===== config.mk =====
export PLATFORM = sky130hd
export DESIGN_NAME = prior_wrr_scheduler
export DESIGN_NICKNAME = d
export VERILOG_FILES = /design/src/rtl/prior_wrr_scheduler.sv
export SDC_FILE = /design/constraint.sdc
export NUM_CORES = 1
export LEC_CHECK = 0
export ABC_AREA = 0
export CAP_MARGIN = 20
export CORE_ASPECT_RATIO = 1.1
export CORE_MARGIN = 1
export CORE_UTILIZATION = 40
export CTS_CLUSTER_SIZE = 10
export DETAILED_ROUTE_END_ITERATION = 16
export PLACE_DENSITY_LB_ADDON = 0.15
export SYNTH_ARGS = -nofsm -noshare
export SYNTH_HDL_FRONTEND = slang
export SYNTH_SLANG_ARGS = --single-unit

===== constraint.sdc =====
create_clock -name clk -period 2.55 [get_ports clk]
set_clock_uncertainty 0.05 [all_clocks]
set_input_delay 0.51 -clock clk [delete_from_list [all_inputs] [get_ports clk]]
set_output_delay 0.51 -clock clk [all_outputs]
set_load 0.01 [all_outputs]

===== src/rtl/prior_wrr_scheduler.sv =====
// Per-port packet scheduler: picks one of NUM_PRI priority queues by strict priority or
// weighted round robin, issues a single read request, then waits for the packet to finish.
module prior_wrr_scheduler #(
    parameter int unsigned NUM_PRI = 8,
    parameter int unsigned CRED_W  = 4
) (
    input  logic                       clk,
    input  logic                       rst,
    input  logic                       wrr_en,
    input  logic                       ready,
    input  logic [NUM_PRI-1:0]         queue_nonempty,
    input  logic                       pkt_done,
    output logic                       rd_req,
    output logic [$clog2(NUM_PRI)-1:0] rd_pri,
    output logic                       busy
);

    localparam int unsigned PRI_W = $clog2(NUM_PRI);

    typedef enum logic [1:0] {StIdle, StSel, StIssue, StWait} state_e;

    state_e                  state_q, state_d;
    logic                    ready_pend_q, ready_pend_d;
    logic                    rd_req_q, rd_req_d;
    logic [PRI_W-1:0]        rd_pri_q, rd_pri_d;
    logic                    busy_q, busy_d;
    logic [CRED_W-1:0]       credit_q [NUM_PRI];
    logic [CRED_W-1:0]       credit_d [NUM_PRI];

    logic                    strict_hit, wrr_hit;
    logic [PRI_W-1:0]        strict_idx, wrr_idx;

    // Scan from the bottom so the lowest eligible index wins.
    always_comb begin
        strict_hit = 1'b0;
        strict_idx = '0;
        wrr_hit    = 1'b0;
        wrr_idx    = '0;
        for (int p = int'(NUM_PRI) - 1; p >= 0; p--) begin
            if (queue_nonempty[p]) begin
                strict_hit = 1'b1;
                strict_idx = PRI_W'(p);
                if (credit_q[p] != '0) begin
                    wrr_hit = 1'b1;
                    wrr_idx = PRI_W'(p);
                end
            end
        end
    end

    always_comb begin
        state_d      = state_q;
        ready_pend_d = ready_pend_q | ready;
        rd_req_d     = 1'b0;
        rd_pri_d     = rd_pri_q;
        credit_d     = credit_q;

        unique case (state_q)
            StIdle: begin
                if ((ready || ready_pend_q) && strict_hit) begin
                    state_d = StSel;
                end
            end
            StSel: begin
                if (!strict_hit) begin
                    state_d = StIdle;
                end else if (!wrr_en) begin
                    state_d      = StIssue;
                    rd_req_d     = 1'b1;
                    rd_pri_d     = strict_idx;
                    ready_pend_d = ready;
                end else if (wrr_hit) begin
                    state_d           = StIssue;
                    rd_req_d          = 1'b1;
                    rd_pri_d          = wrr_idx;
                    ready_pend_d      = ready;
                    credit_d[wrr_idx] = credit_q[wrr_idx] - 1'b1;
                end else begin
                    // Round boundary: every nonempty queue is out of credit.
                    for (int p = 0; p < int'(NUM_PRI); p++) begin
                        credit_d[p] = CRED_W'(int'(NUM_PRI) - p);
                    end
                end
            end
            StIssue: begin
                state_d = StWait;
            end
            StWait: begin
                if (pkt_done) begin
                    state_d = StIdle;
                end
            end
            default: begin
                state_d = StIdle;
            end
        endcase

        busy_d = (state_d != StIdle);
    end

    always_ff @(posedge clk or posedge rst) begin
        if (rst) begin
            state_q      <= StIdle;
            ready_pend_q <= 1'b0;
            rd_req_q     <= 1'b0;
            rd_pri_q     <= '0;
            busy_q       <= 1'b0;
            for (int p = 0; p < int'(NUM_PRI); p++) begin
                credit_q[p] <= CRED_W'(int'(NUM_PRI) - p);
            end
        end else begin
            state_q      <= state_d;
            ready_pend_q <= ready_pend_d;
            rd_req_q     <= rd_req_d;
            rd_pri_q     <= rd_pri_d;
            busy_q       <= busy_d;
            credit_q     <= credit_d;
        end
    end

    assign rd_req = rd_req_q;
    assign rd_pri = rd_pri_q;
    assign busy   = busy_q;

endmodule


==> run metrics <==
violated checks setup timing; later-pin clock latency in the skew report 0.30 ns; r2r setup slk -0.35 ns; initial antenna violation count 0; post-synthesis async set-or-reset flop share 1.000; number of synthesized flops with an enable pin 0; Reg power frac 0.257; Mean Syn Cell Area 9.016 µm²; Design Area, Final 0.003819 mm²; worst reg2reg path depth 10; slew margin rel. 0.4872; worst slew pin tran 0.7633 ns; WP depth 10; Reg area 0.001017 mm²; root buffer selected by CTS clkbuf_8; Netlist cell types 50; CTS Buf Count 5; Synth Register Bits 40; CTS tree built; Clock Sinks 40; fin crit share 1.137; die area 0.006102 mm²; CP max stage cell o41ai_4; row cnt 28; RSZ-0062 raised after global routing true; DRT antenna net count 0; first-pass GRT wire length 12940 µm; Starting Density 0.4240; setup TNS -5.107 ns; clock share of power 0.099; min cycle time layout 2.899 ns; syn_nets 271; worst path bufs/invs 2; Layout Nets 404; Worst Hold Launch rd_pri[1]; ANT cells 0; most used cell, CP buf_4; pre-CTS setup slack -0.6826 ns; htree depth 2; area grow syn2layout 64.79%; Max Cap Viol 0; min-delay worst type flop to flop; clock slew at reported path FFs 0.08 ns; Die Width 74.57 µm; multi-input combinational cell area 0.001523 mm²; # DRC 0; WL/cell 18.20 µm; GRT overflow 0; Peak VDD IR 0.0006684 V; Crit path required time 2.66 ns; Comb pwr share 0.644; crit path to credit_q[11]; Pwr Density 1248 mW/mm²; worst setup margin -0.3492 ns; Final Max Tran Viols 0; Synth Flop Type dfrtp_1; CP delay by family, top compound AO/OA/AOI/OAI gates; pin count of the biggest net entering global routing 41; post-synthesis sequential area ratio 0.4390; initial drt markers 222; crit path cell chain o41ai_4, buf_4, nand2_1, buf_4, nand3_1, o32a_1, o221ai_2, nor4b_4, xnor2_4, o22ai_1; # port buffers 17; fmax 344.9 MHz; vias in the first global route 2662; CP Launch Type flop; CTS Buffer Depth 2; Final Hold Viols 0; origin of the worst setup path credit_q[23]; Worst Path Arrival 3.01 ns; P_sw 1.968 mW; fillers 431; Post-Synthesis Cells 257; # IOs 18; critical setup path kind flop to flop; status finished, violations left; reg2reg end credit_q[11]; final wirelength 8480 µm; synth warn 0; r2r startpoint credit_q[23]; post-DR vias/cell 5.835; Post-CTS Hold Fix Bufs 0; DR pass1 iterations 5; share of layout cells above drive strength 1 0.4604; gpl congestion 0.9313; crit end category flop; post-DP HPWL 6144 µm; Tot GR Track Use 0.2914; core area 0.005465 mm²; Die Ht 81.83 µm; peak per-stage delay on the critical path 0.50 ns; Syn Std Cell Area 0.002317 mm²; critical path fanouts, max 8; internal power 2.797 mW; via count 2719; Placed Area 0.003313 mm²; Pleak 1.709 nW; switch share 0.4131; final setup fails 25
==> state kept, by name, indices dropped and copies added, names as in the netlist <==
name,count
busy,1
credit_q,32
rd_pri,3
rd_req,1
ready_pend_q,1
state_q,2
==> worst reg2reg max path, delay by kind of cell (launching register included) <==
family | cells | cell delay, ns
AOI/OAI and AO/OA | 4 | 0.99
and+or+nand+nor | 3 | 0.67
DFF | 1 | 0.41
buffers and inverters | 2 | 0.40
xor gates and xnor gates | 1 | 0.24
==> repair_timing <==
action | CTS | global route
endpoints found under the hold margin | 0 | 0
buffers inserted | 14 | 8
endpoints found under the setup margin | 27 | 35
cloned | 0 | 0
resized for setup | 41 | 26
pin swaps | 17 | 16
==> per-stage QoR <==
| step | total power, mW | util | cells | hold slack, ns |
|---|---|---|---|---|
| finish | 4.765 | 0.6987 | 466 | 0.4821 |
| global route | 4.977 | 0.6987 | 466 | 0.5227 |
| CTS | 4.496 | 0.6717 | 458 | 0.4842 |
| detailed placement | 3.608 | 0.6062 | 437 | 0.4632 |
| global placement | 3.575 | 0.6062 | 437 | 0.4570 |
| floorplan | 2.327 | - | 257 | 0.4301 |
==> how the worst min path moves through the flow <==
stage / end / cells past startpoint
2_1_floorplan: state_q[1] / 1
3_5_place_dp: state_q[1] / 1
3_3_place_gp: state_q[1] / 1
6_report: rd_pri[1] / 2
4_1_cts: state_q[1] / 1
5_1_grt: state_q[1] / 1
==> final cells by class <==
cell class              count  share of cell area
flip-flops and latches     40              0.2664
well taps                  75             0.02457
clock buffers               8             0.02621
inverters                   9            0.008847
multi-input cells         204              0.3988
repair buffers            130              0.2752
==> power by group through the flow <==
stage / logic (mW) / clock network (mW) / registers [mW]
2_1_floorplan: 1.10 / 0 / 1.23
3_3_place_gp: 2.39 / 0 / 1.19
3_5_place_dp: 2.41 / 0 / 1.20
4_1_cts: 2.79 / 0.479 / 1.23
5_1_grt: 3.21 / 0.504 / 1.26
6_report: 3.07 / 0.471 / 1.23
==> cell usage after synthesis, drive strengths merged (2+ instances only) <==
cell type | instances | area share
a22o | 3 | 0.011
dfrtp | 27 | 0.29
nor2 | 30 | 0.051
and2 | 4 | 0.012
o21ai | 31 | 0.067
dfstp | 13 | 0.15
o41a | 6 | 0.029
o41ai | 8 | 0.055
clkbuf | 4 | 0.0065
nand3 | 12 | 0.026
nor2b | 4 | 0.011
a21oi | 17 | 0.037
nand2 | 29 | 0.047
xnor2 | 2 | 0.011
o21a | 2 | 0.0070
o22ai | 6 | 0.016
nor4 | 3 | 0.0081
and3 | 2 | 0.0054
a22oi | 4 | 0.013
a32oi | 2 | 0.0076
o22a | 2 | 0.0076
inv | 9 | 0.015
a31oi | 5 | 0.013
nand4 | 3 | 0.0081
nor3 | 10 | 0.022
a211oi | 2 | 0.0065
==> cell usage in the layout (no fill, tap or decap), drive strengths merged, types with 4 or more instances in the layout <==
cell type,count
dlymetal6s2s,4
inv,9
nor2b,4
o41ai,8
buf,113
a22oi,4
a21oi,17
o22ai,6
nor2,30
nand2,29
clkdlybuf4s50,10
o21ai,31
and2,4
o41a,6
nor3,10
a31oi,5
dfrtp,27
nand3,12
dfstp,13
clkbuf,8
==> cells by family (layout without fill, tap and decap cells) <==
| logic type | after synthesis | count (layout) | synth area share |
|---|---|---|---|
| flip-flops | 40 | 40 | 0.4390 |
| buffers and inverters | 13 | 147 | 0.02106 |
| XOR/XNOR | 2 | 2 | 0.01080 |
| AO/OA/AOI/OAI | 99 | 99 | 0.3116 |
| AND/OR/NAND/NOR | 101 | 101 | 0.2079 |
| adder cells (fa/ha/maj) | 1 | 1 | 0.005399 |
| multiplexers | 1 | 1 | 0.004320 |
==> per-layer routing <==
layer	up-vias	routed length, µm	global-route usage
li1	1241	-	-
met3	32	562	0.05153
met5	-	0	0
met1	1303	3392	0.3547
met2	143	4186	0.4964
met4	0	340	0.1340
No activity file was read; power rests on OpenSTA's default activity.
